$ cat config.mk
export PLATFORM = sky130hd
export DESIGN_NAME = spi_cmd_slave
export DESIGN_NICKNAME = d
export VERILOG_FILES = /design/src/rtl/npu_spi_pkg.sv /design/src/rtl/spi_edge_sync.sv /design/src/rtl/spi_cmd_slave.sv
export SDC_FILE = /design/constraint.sdc
export NUM_CORES = 1
export LEC_CHECK = 0
export BUFFER_PORTS_ARGS = -buffer_cell sky130_fd_sc_hd__buf_4
export CORE_MARGIN = 8
export CORE_UTILIZATION = 35
export CTS_BUF_LIST = sky130_fd_sc_hd__clkbuf_4 sky130_fd_sc_hd__clkbuf_8
export CTS_CLUSTER_DIAMETER = 200
export DETAILED_ROUTE_END_ITERATION = 12
export GPL_ROUTABILITY_DRIVEN = 0
export SYNTH_ARGS = -nofsm -noshare
export SYNTH_HDL_FRONTEND = slang
export SYNTH_SLANG_ARGS = --single-unit
export TNS_END_PERCENT = 1
$ cat constraint.sdc
create_clock -name clk -period 5.2 [get_ports clk]
set_input_delay 0 -clock clk [delete_from_list [all_inputs] [get_ports clk]]
set_output_delay 0 -clock clk [all_outputs]
set_load 0.02 [all_outputs]
$ cat src/rtl/npu_spi_pkg.sv
// npu_spi_pkg: shared frame layout, default field widths and slave FSM states
package npu_spi_pkg;
    localparam int DEF_CMD_W  = 8;
    localparam int DEF_TILE_W = 3;
    localparam int DEF_OP_W   = 2;
    localparam int DEF_DATA_W = 8;
    typedef struct packed {
        logic [DEF_CMD_W-1:0]  cmd;
        logic [DEF_TILE_W-1:0] tile_i;
        logic [DEF_TILE_W-1:0] tile_j;
        logic [DEF_OP_W-1:0]   op;
        logic [DEF_DATA_W-1:0] data;
    } spi_frame_t;
    typedef enum logic [1:0] {IDLE, SHIFT, DONE} spi_state_t;
endpackage

$ cat src/rtl/spi_edge_sync.sv
// spi_edge_sync: 2-FF synchroniser with rise/fall pulses taken from the synchronised level
module spi_edge_sync #(
    parameter bit INIT = 1'b0
) (
    input  logic clk,
    input  logic rst_n,
    input  logic d,
    output logic q,
    output logic rise,
    output logic fall
);
    logic meta, prev;
    always_ff @(posedge clk or negedge rst_n) begin
        if (!rst_n) {meta, q, prev} <= {3{INIT}};
        else {meta, q, prev} <= {d, meta, q};
    end
    assign rise = q & ~prev;
    assign fall = ~q & prev;
endmodule

$ cat src/rtl/spi_cmd_slave.sv
// spi_cmd_slave: oversampled SPI slave decoding NPU command frames with miso readback
// Optional odd-parity bit after data when SPI_CMD_PARITY_EN is defined.
module spi_cmd_slave
    import npu_spi_pkg::*;
#(
    parameter int CMD_W  = DEF_CMD_W,
    parameter int TILE_W = DEF_TILE_W,
    parameter int OP_W   = DEF_OP_W,
    parameter int DATA_W = DEF_DATA_W,
    parameter bit CPOL   = 1'b0,
    parameter bit CPHA   = 1'b0
) (
    input  logic              clk,
    input  logic              rst_n,
    input  logic              sclk,
    input  logic              mosi,
    input  logic              cs_n,
    output logic              miso,
    output logic              miso_oe,
    output logic              resp_req,
    output logic [CMD_W-1:0]  resp_cmd,
    input  logic [DATA_W-1:0] resp_data,
    output logic              frm_valid,
    output logic [CMD_W-1:0]  frm_cmd,
    output logic [TILE_W-1:0] frm_tile_i,
    output logic [TILE_W-1:0] frm_tile_j,
    output logic [OP_W-1:0]   frm_op,
    output logic [DATA_W-1:0] frm_data,
    output logic              frm_err
);
`ifdef SPI_CMD_PARITY_EN
    localparam int PAR_W = 1;
`else
    localparam int PAR_W = 0;
`endif
    localparam int FLD_W   = CMD_W + 2*TILE_W + OP_W + DATA_W;
    localparam int FRAME_W = FLD_W + PAR_W;
    localparam int CNT_W   = $clog2(FRAME_W + 1);

    logic sclk_q_unused, sclk_rise, sclk_fall;
    logic mosi_q, mosi_rise_unused, mosi_fall_unused;
    logic cs_q, cs_rise, cs_fall;
    logic sample, shift_e, par_ok, last, in_win;
    logic ld_pend, loaded, ovr;
    logic [CNT_W-1:0]   count, cnt_n;
    logic [FRAME_W-1:0] sh, sh_n;
    logic [FLD_W-1:0]   fld;
    logic [DATA_W-1:0]  tx, tx_sh;
    spi_state_t         state;

    spi_edge_sync #(.INIT(CPOL)) u_sclk (.clk(clk), .rst_n(rst_n), .d(sclk), .q(sclk_q_unused), .rise(sclk_rise), .fall(sclk_fall));
    spi_edge_sync #(.INIT(1'b0)) u_mosi (.clk(clk), .rst_n(rst_n), .d(mosi), .q(mosi_q), .rise(mosi_rise_unused), .fall(mosi_fall_unused));
    spi_edge_sync #(.INIT(1'b1)) u_cs (.clk(clk), .rst_n(rst_n), .d(cs_n), .q(cs_q), .rise(cs_rise), .fall(cs_fall));

    always_comb begin
        sample  = CPHA ? (CPOL ? sclk_rise : sclk_fall) : (CPOL ? sclk_fall : sclk_rise);
        shift_e = CPHA ? (CPOL ? sclk_fall : sclk_rise) : (CPOL ? sclk_rise : sclk_fall);
        cnt_n   = count + CNT_W'(1);
        sh_n    = {sh[FRAME_W-2:0], mosi_q};
        fld     = sh_n[FRAME_W-1 -: FLD_W];
        par_ok  = (PAR_W == 0) || (^sh_n);
        last    = sample && cnt_n == CNT_W'(FRAME_W);
        // at a shift edge the bit being presented always has index == count
        in_win  = count >= CNT_W'(CMD_W) && count < CNT_W'(CMD_W + DATA_W);
        tx_sh   = tx << (count - CNT_W'(CMD_W));
    end

    always_ff @(posedge clk or negedge rst_n) begin
        if (!rst_n) begin
            state      <= IDLE;
            count      <= '0;
            sh         <= '0;
            tx         <= '0;
            ld_pend    <= 1'b0;
            loaded     <= 1'b0;
            ovr        <= 1'b0;
            miso       <= 1'b0;
            miso_oe    <= 1'b0;
            resp_req   <= 1'b0;
            resp_cmd   <= '0;
            frm_valid  <= 1'b0;
            frm_cmd    <= '0;
            frm_tile_i <= '0;
            frm_tile_j <= '0;
            frm_op     <= '0;
            frm_data   <= '0;
            frm_err    <= 1'b0;
        end else begin
            frm_valid <= 1'b0;
            frm_err   <= 1'b0;
            resp_req  <= 1'b0;
            miso_oe   <= ~cs_q;
            ld_pend   <= resp_req;
            if (ld_pend) begin
                tx     <= resp_data;
                loaded <= 1'b1;
            end
            if (shift_e) miso <= in_win && loaded && tx_sh[DATA_W-1];
            case (state)
                IDLE: begin
                    miso <= 1'b0;
                    if (cs_fall) begin
                        state  <= SHIFT;
                        count  <= '0;
                        sh     <= '0;
                        loaded <= 1'b0;
                        ovr    <= 1'b0;
                    end
                end
                SHIFT: begin
                    if (sample) begin
                        sh    <= sh_n;
                        count <= cnt_n;
                    end
                    if (sample && cnt_n == CNT_W'(CMD_W)) begin
                        resp_req <= 1'b1;
                        resp_cmd <= sh_n[CMD_W-1:0];
                    end
                    if (last) begin
                        state     <= DONE;
                        frm_valid <= par_ok;
                        frm_err   <= !par_ok;
                        if (par_ok) begin
                            frm_cmd    <= fld[FLD_W-1 -: CMD_W];
                            frm_tile_i <= fld[DATA_W+OP_W+TILE_W +: TILE_W];
                            frm_tile_j <= fld[DATA_W+OP_W +: TILE_W];
                            frm_op     <= fld[DATA_W +: OP_W];
                            frm_data   <= fld[DATA_W-1:0];
                        end
                    end
                    // a final sample landing with cs_n rise still completes the frame
                    if (cs_rise) begin
                        state <= IDLE;
                        if (!last) frm_err <= 1'b1;
                    end
                end
                DONE: begin
                    if (sample && !ovr) begin
                        ovr     <= 1'b1;
                        frm_err <= 1'b1;
                    end
                    if (cs_rise) state <= IDLE;
                end
                default: state <= IDLE;
            endcase
        end
    end
endmodule
== Word level (Yosys, flattened, before mapping) ==
Index checks and enable logic that the tools add are counted.

* Bits in registers: 86
* Output and inout port bits: 37
* Word-level logic and storage cells: 91

* Equal/unequal tests: 9
* Add/subtract/negate cells: 2
* Muxes and demuxes: 27
* Bitwise logic cells: 8
* Shifts and indexed selects: 1
* Reduce and logical (&&, ||, !) cells: 16
* Order comparisons: 2

{| class="wikitable"
|+ Operators by type and width
! kind !! number
|-
| 23-bit two-way mux || 2
|-
| 23-bit one-hot mux with 2 select lines || 1
|-
| 1-bit two-way mux || 14
|-
| 5-bit two-way mux || 2
|-
| 5-bit one-hot mux with 2 select lines || 1
|-
| 3-bit AND reduction || 3
|-
| 2-bit two-way mux || 4
|-
| 2-bit inequality test (second input constant) || 4
|-
| 8-bit by 5-bit left shift with 8-bit output || 1
|-
| 1-bit logical AND || 6
|-
| 2-bit one-hot mux with 3 select lines || 1
|-
| 2-bit nonzero test || 3
|-
| 5-bit by 1-bit adder with 5-bit output (second input constant) || 1
|-
| 5-bit by 4-bit == test with 1-bit output (second input constant) || 1
|-
| 5-bit == test (second input constant) || 1
|-
| 5-bit by 4-bit >= comparator with 1-bit output (second input constant) || 1
|-
| 5-bit < comparator (second input constant) || 1
|-
| 5-bit by 4-bit subtractor with 5-bit output (second input constant) || 1
|-
| 1-bit bitwise AND || 4
|-
| 1-bit inverter || 4
|-
| 1-bit one-hot mux with 2 select lines || 2
|-
| 2-bit AND reduction || 2
|-
| 3-bit inequality test (second input constant) || 1
|-
| 2-bit by 1-bit == test with 1-bit output (second input constant) || 1
|-
| other kinds (3) || 3
|}

== Longest topological paths before layout ==
Gate-level depths: netlist (run 1).

* Depth in word-level cells: 6
* Depth in mapped cells: 7
* Mapped depth without buffers: 6

== Cells and area by module ==
From an unflattened synthesis (run 1), not the netlist that was laid out.

* Cell total of the unflattened synthesis: 257
* Area, all modules: 3,619.7 µm²

{| class="wikitable"
|+ Modules (own cells, without submodules)
! module !! cells each !! area an instance (µm²) !! instances !! seq. area each (µm²)
|-
| spi_cmd_slave || 242 || 3,345.7 || 1 || 1,951.9
|-
| spi_edge_sync at u_mosi ... || 5 || 90.1 || 2 || 75.1
|-
| spi_edge_sync at u_cs || 5 || 93.8 || 1 || 78.8
|}

== Least setup slack after synthesis (run 1) ==
Ideal clock, no wire load.

* Path kind: reg-to-reg
* From: reg count[1]
* To: reg frm_cmd[0]
* Path slack: 3,132 ps
* Period minus slack after synthesis: 2,068 ps
* Cell stages (with the launch flop): 8
* Buffers on the path: 1
* Setup time: 125 ps
* Arrival: 1,943 ps
* Path through: dfrtp_1 > ha_1 > and2_4 > a21oi_2 > o22a_2 > nor3_4 > buf_6 > mux2_2

* Longest elaborated chain between the ends: 4

{| class="wikitable"
|+ Ends and longest elaborated chain
! what !! line !! source
|-
| from (decl) || spi_cmd_slave.sv:45 || <nowiki>logic [CNT_W-1:0] count, cnt_n;</nowiki>
|-
| from (signal assigned) || spi_cmd_slave.sv:113 || <nowiki>count <= cnt_n;</nowiki>
|-
| 5-bit by 1-bit adder with 5-bit output || spi_cmd_slave.sv:58 || <nowiki>cnt_n = count + CNT_W'(1);</nowiki>
|-
| 5-bit == test || spi_cmd_slave.sv:62 || <nowiki>last = sample && cnt_n == CNT_W'(FRAME_W);</nowiki>
|-
| 1-bit logical AND || spi_cmd_slave.sv:62 ||
|-
| 2-bit AND reduction (no source line) || - ||
|-
| to (signal assigned) || spi_cmd_slave.sv:124 || <nowiki>frm_cmd <= fld[FLD_W-1 -: CMD_W];</nowiki>
|-
| to (decl) || spi_cmd_slave.sv:24 || <nowiki>output logic [CMD_W-1:0] frm_cmd,</nowiki>
|}

No other way between the ends.
A chain may end at the register's enable or synchronous reset.

== Worst setup path in the final report (run 1) ==
* From: reg count[0]
* To: reg frm_cmd[5]

The elaborated chain is that of the path after synthesis.

==> impl_metrics.ini, run 1 <==
[global_routing]
grt-ovfl-total = 0
first_pass_grt_wire_length_um = 11360
gr-usage-all-layers_pct = 10.73
grt_max_degree = 48
antenna_found_initial = 0
first_global_vias = 2187

[drt]
route.vias.total = 2067
drt_pass1_iterations = 4
vias_per_cell = 4.730
wirelength_um = 6690
drtAntennaViolNets = 0
dr.first_iter.drc_count = 108
wl_per_cell_um = 15.31
drt_drc_violations_left = 0

[timing]
total_setup_violations_reported_at_the_end_of_the_flow = 0
min_period_over_period_pct = 54.59
grt_setup_unrepaired = false
timing.slew.headroom_pct = 20.43
final.setup_skew_ps = 15.98
worstMarginPinSlew_ps = 1192
final_max_slew_viol_count = 0
hold_violations = 0
fmaxAchievable_ghz = 0.3523
fin_setup_tns_ps = 0
min_period_ps = 2839

[die]
design.die.area_mm2 = 0.01342
ioPinCount = 50
design.core.area_mm2 = 0.009729
height_of_the_die_um = 115.8
core.rowCount = 36
fp.dieW_um = 115.8
initial_utilization_pct = 35.85

[logic_synthesis]
syn-instance-count = 237
synth-main-ff-cell = sky130_fd_sc_hd__dfrtp_1
post_synth_num_cell_types = 42
synth-edff-count = 0
yosys-top-cells-count = 83 x sky130_fd_sc_hd__dfrtp_1, 34 x sky130_fd_sc_hd__mux2_2, 26 x sky130_fd_sc_hd__a22o_1, 9 x sky130_fd_sc_hd__inv_1
synth_area_mm2 = 0.003488
synth_nets = 258
synth_largest_area_cell = sky130_fd_sc_hd__dfrtp_1
yosysWarnings = 0
synth.top_cell.area_share_pct = 59.54
syn-mean-instance-area_um2 = 14.72
synth-seq-area-share_pct = 61.80
synthArstFlopShare_pct = 100.0
most_frequently_used_cell_type_in_the_post_synthesis_netlist = sky130_fd_sc_hd__dfrtp_1
postSynthRegisterBits = 86
synth_area_leaders = sky130_fd_sc_hd__dfrtp_1 60%, sky130_fd_sc_hd__mux2_2 11%, sky130_fd_sc_hd__a22o_1 6.5%, sky130_fd_sc_hd__mux2_4 3.4%, sky130_fd_sc_hd__ha_1 2.9%

[final_layout]
diodes_inserted = 0
nFillCells = 937
layout-area-overhead-vs-synth_pct = 22.63
layout.nets = 320
final_layout_size_suffix_gt1_share_pct = 39.80
utilization_pct = 43.97

[critical_path]
critPathLaunchType = flop
arrival_time_at_the_worst_endpoint_ps = 3080
worst_r2r_path_depth = 6
max_stage_delay_ps = 940
critPathMaxFanout = 25
critical_path.endpoint_type = flop
reg2reg_slack_ps = 2360
critical_path.endpoint = frm_cmd[5]
cp_slowest_cell = sky130_fd_sc_hd__nor3_4
worst_ep_required_time_ps = 5440
path_class = flop to flop
regToRegEndpoint = frm_cmd[5]
crit-reg2reg-launch = count[0]
startpoint = count[0]
worstPathCellList = ha_1 > and2_4 > nand3_1 > o22a_2 > nor3_4 > mux2_2

[power]
vdd_ir_drop_max_uv = 143.5
power.density_cell_area_mw_per_mm2 = 310.0
power.leakage_nw = 2.141

[place]
dpl.hpwl_um = 4338
buffer_ports.inserted = 49

[job]
max_cap_viol_count = 0

[clock_network]
number_of_cts_inserted_buffers = 9
buffers_from_clock_root_to_sink_at_most = 2
cts_tree = done
htreeDepth = 3
cts.repair.resized = 0
clkTransAtPathRegs_ps = 100
clk_root_buffer_cell = sky130_fd_sc_hd__clkbuf_8
cts_post_setup_buffers_inserted = 0
insertion_delay_ps = 360
cts_num_sinks = 86

[hold_path]
holdCritPathClass = input pin to async pin

[run_status]
outcome = completed
[critical path, delay by kind of cell, from the launching register on]
kind                     cells  cell delay (ps)
AO/OA/AOI/OAI                1              260
flip-flops                   1              520
AND/OR/NAND/NOR              3             1210
adder cells (fa/ha/maj)      1              300
multiplexers                 1              420
[flip-flops by register name (all words and copies together) (netlist names), 2 cells and up]
| signal | cells |
|---|---|
| count | 5 |
| frm_cmd | 8 |
| frm_data | 8 |
| frm_op | 2 |
| frm_tile_i | 3 |
| frm_tile_j | 3 |
| resp_cmd | 8 |
| sh | 23 |
| state | 2 |
| tx | 8 |
[kinds of logic (layout without fill, tap and decap cells)]
logic type | count (synthesis) | after routing | share of synthesized area [%]
AO/OA/AOI/OAI | 43 | 43 | 9.828
adder cells (fa/ha/maj) | 8 | 8 | 2.870
XOR/XNOR | 2 | 2 | 0.7175
buffers and inverters | 20 | 87 | 3.013
flip-flops | 86 | 86 | 61.80
AND/OR/NAND/NOR | 33 | 33 | 5.776
multiplexers | 45 | 45 | 16.00
[stage by stage]
stage               instances  total power, mW  hold slack [ps]  worst slack (ps)  area, um2
floorplan                 237           0.8230           -295.6              3132       3488
global placement          409           0.8696            8.018              2370       3959
detailed placement        409           0.8724            14.53              2315       3959
CTS                       437            1.354            184.0              2298       4278
global route              437            1.396            216.8              2101       4278
finish                    437            1.326            170.2              2361       4278
[area by class of cell]
class / count / area [um2] / share of cell area (%)
clock inverters: 7 / 75.07 / 1.755
multi-input cells: 131 / 1227 / 28.69
inverters: 9 / 33.78 / 0.7897
flip-flops and latches: 86 / 2156 / 50.39
repair buffers: 62 / 495.5 / 11.58
well taps: 133 / 166.4 / 3.890
clock buffers: 9 / 123.9 / 2.896
[layout by cell type (no fill, tap or decap), types with 2 or more instances in the layout]
cell / count
sky130_fd_sc_hd__dfstp_2: 3
sky130_fd_sc_hd__ha_1: 8
sky130_fd_sc_hd__dlygate4sd3_1: 12
sky130_fd_sc_hd__o21ai_0: 4
sky130_fd_sc_hd__o21a_1: 3
sky130_fd_sc_hd__inv_8: 3
sky130_fd_sc_hd__mux4_2: 2
sky130_fd_sc_hd__nand3_1: 3
sky130_fd_sc_hd__nand2_1: 7
sky130_fd_sc_hd__clkbuf_8: 9
sky130_fd_sc_hd__mux2_2: 34
sky130_fd_sc_hd__nand2b_1: 4
sky130_fd_sc_hd__inv_1: 9
sky130_fd_sc_hd__dfrtp_1: 83
sky130_fd_sc_hd__nand4b_1: 2
sky130_fd_sc_hd__a22o_1: 26
sky130_fd_sc_hd__and2_1: 3
sky130_fd_sc_hd__buf_4: 50
sky130_fd_sc_hd__a21oi_1: 2
sky130_fd_sc_hd__inv_6: 2
sky130_fd_sc_hd__mux2_4: 8
sky130_fd_sc_hd__nor2_1: 3
[report_power, final]
group | internal (mW) | switching [mW]
clock | 0.191 | 0.272
sequential | 0.685 | 0.0208
combinational | 0.0590 | 0.0980
total | 0.935 | 0.391
[worst min-delay path by stage]
stage / from / end / slack [ps] / cells after the start
global placement: rst_n / count[1] / 8 / 1
finish: rst_n / tx[6] / 170 / 2
global route: rst_n / frm_op[0] / 220 / 2
detailed placement: rst_n / tx[6] / 10 / 1
floorplan: rst_n / count[0] / -300 / 0
CTS: rst_n / sh[6] / 180 / 2
[per-layer routing]
layer	GRT usage, %	vias up	share of wire (%)
li1	-	974	-
met1	14.29	1053	48
met2	16.15	35	46
met3	3.960	5	4.7
met4	2.593	0	0.72
met5	0	-	0
[what timing repair did]
item / in CTS / in global routing
hold endpoints to repair: 50 / 0
setup endpoints to repair: 0 / 0
hold buffers: 12 / 0
Note: power is estimated with default switching activity, not from simulation.
==> inputs of run 2 (changes only) <==
clock period = 2.8 ns   (was 5.2 ns; I/O delays follow)
==> run 2 against run 1 <==
  * Count of clock-buffer cells in the layout is 1 higher
  * Non-clock buffer count is 3 higher
  * Final area rose by 1.1%
  * Routed wire length down 2.1%
  * Register-to-register slack worse by 2000 ps
  * Critical path type unchanged
  * Largest power group unchanged
==> impl_metrics.ini, run 2 (synthesis gave the netlist of run 1 again) <==
[power]
clock_power_share_pct = 37.4
pwr-share-seq_pct = 50.7
power.density_cell_area_mw_per_mm2 = 597.6
logic_pwr_share_pct = 11.8
p_int_mw = 1.914
power.leakage_nw = 2.175
design_power_total_mw = 2.586
sw_frac_of_total_pct = 25.96
power.switching_mw = 0.6712
vdd_ir_drop_max_uv = 295.0

[global_routing]
antenna_found_initial = 0
first_global_vias = 2132
grt_max_degree = 87
grt-ovfl-total = 0
first_pass_grt_wire_length_um = 10800
gr-usage-all-layers_pct = 10.29

[critical_path]
cp_num_buf_inv = 0
worst_ep_required_time_ps = 3050
crit-reg2reg-launch = count[0]
arrival_time_at_the_worst_endpoint_ps = 2680
path_class = flop to flop
max_stage_delay_ps = 600
critical_path.endpoint_type = flop
critical_path_depth = 6
startpoint = count[0]
critPathMaxFanout = 9
cpLargestDelayFamily = simple AND/OR/NAND/NOR gates
worst_r2r_path_depth = 6
worstPathCellList = ha_1 > and2_4 > a21oi_2 > o22a_2 > or3_1 > mux2_4
cp_slowest_cell = sky130_fd_sc_hd__or3_1
critPathLaunchType = flop

[clock_network]
buffers_from_clock_root_to_sink_at_most = 2
cts_num_sinks = 86
clk_root_buffer_cell = sky130_fd_sc_hd__clkbuf_8
cts_post_setup_buffers_inserted = 0
insertion_delay_ps = 360
cts.repair.resized = 0
cts_hold_buffers = 12
htreeDepth = 3
cts_tree = done
number_of_cts_inserted_buffers = 9
clkTransAtPathRegs_ps = 90

[timing]
final.setup_skew_ps = 17.65
timing.slew.headroom_pct = 29.09
worstMarginPinSlew_ps = 1064
fin_setup_tns_ps = 0
timing.final.ws_setup_ps = 365.9
fmaxAchievable_ghz = 0.4108
total_setup_violations_reported_at_the_end_of_the_flow = 0
grt_setup_unrepaired = false
min_period_over_period_pct = 86.93
final_max_slew_viol_count = 0
hold_violations = 0
min_period_ps = 2434

[hold_path]
hold_start = mosi
hold-path-cell-count = 2
holdCritPathClass = input pin to flop

[die]
initial_utilization_pct = 35.85
ioPinCount = 50
design.die.area_mm2 = 0.01342
core.rowCount = 36
fp.dieW_um = 115.8
height_of_the_die_um = 115.8
design.core.area_mm2 = 0.009729

[drt]
drt_pass1_iterations = 4
wirelength_um = 6548
wl_per_cell_um = 14.88
route.vias.total = 2061
drt_drc_violations_left = 0
vias_per_cell = 4.684
dr.first_iter.drc_count = 76
drtAntennaViolNets = 0

[job]
max_cap_viol_count = 0

[final_layout]
final_layout_size_suffix_gt1_share_pct = 40.39
utilization_pct = 44.47
diodes_inserted = 0
largest_register_ffs = 23
layout.nets = 323
most_frequent_cells_in_the_layout = 83 x sky130_fd_sc_hd__dfrtp_1, 53 x sky130_fd_sc_hd__buf_4, 34 x sky130_fd_sc_hd__mux2_2, 26 x sky130_fd_sc_hd__a22o_1, 12 x sky130_fd_sc_hd__dlygate4sd3_1
largest_register = sh
layout-area-overhead-vs-synth_pct = 24.03
most_common_library_cell_in_the_layout_ignoring_fill_and_taps = sky130_fd_sc_hd__dfrtp_1

[place]
buffer_ports.inserted = 49
detailedPlace.worstSlack_ps = 364.6
dpl.hpwl_um = 4232

[run_status]
outcome = completed
run 2: cell types whose count changed in the layout (fill, tap and decap cells not counted), sizes merged:
cell      change
clkinv        +1
inv           -3
clkinvlp      -1
buf           +3
clkbuf        +1
bufinv        +2
run 2: final cells by class:
| type | count | area (um2) |
|---|---|---|
| Fill cell | 908 | 5403 |
| Sequential cell | 86 | 2156 |
| Multi-Input combinational cell | 131 | 1227 |
| Timing Repair Buffer | 65 | 518.0 |
| Tap cell | 133 | 166.4 |
| Clock buffer | 10 | 131.4 |
| Clock inverter | 6 | 93.84 |
| Inverter | 9 | 33.78 |
run 2: per-stage QoR:
stage	area [um2]	hold slack, ps	cells
floorplan	3488	-295.6	237
finish	4327	291.8	440
CTS	4327	270.7	440
global route	4327	260.7	440
detailed placement	3981	110.5	412
global placement	3981	109.2	412
run 2: power by group through the flow:
stage	Clock (mW)	Sequential, mW	Combinational, mW
final	0.967	1.31	0.306
after global routing	1.05	1.32	0.340
after CTS	1.01	1.31	0.308
after detailed placement	0	1.34	0.291
after global placement	0	1.34	0.294
after floorplan	0	1.32	0.209
run 2: metal layers:
layer  routed length [um]  vias to the layer above  track usage (%)
met3                  342                        7            3.544
met2                 2925                       39            14.99
met4                   76                        0            4.149
li1                     -                      982                -
met5                    0                        -                0
met1                 3203                     1033            13.67
run 2: worst paths after layout:
kind | end | slack, ps
setup / recovery | resp_cmd[0] | 370
hold / removal | u_mosi.meta | 290
setup reg to reg | resp_cmd[0] | 370
hold reg to reg | u_mosi.q | 360
max in group asynchronous | frm_tile_i[1] | 1730
min in group asynchronous | tx[6] | 400
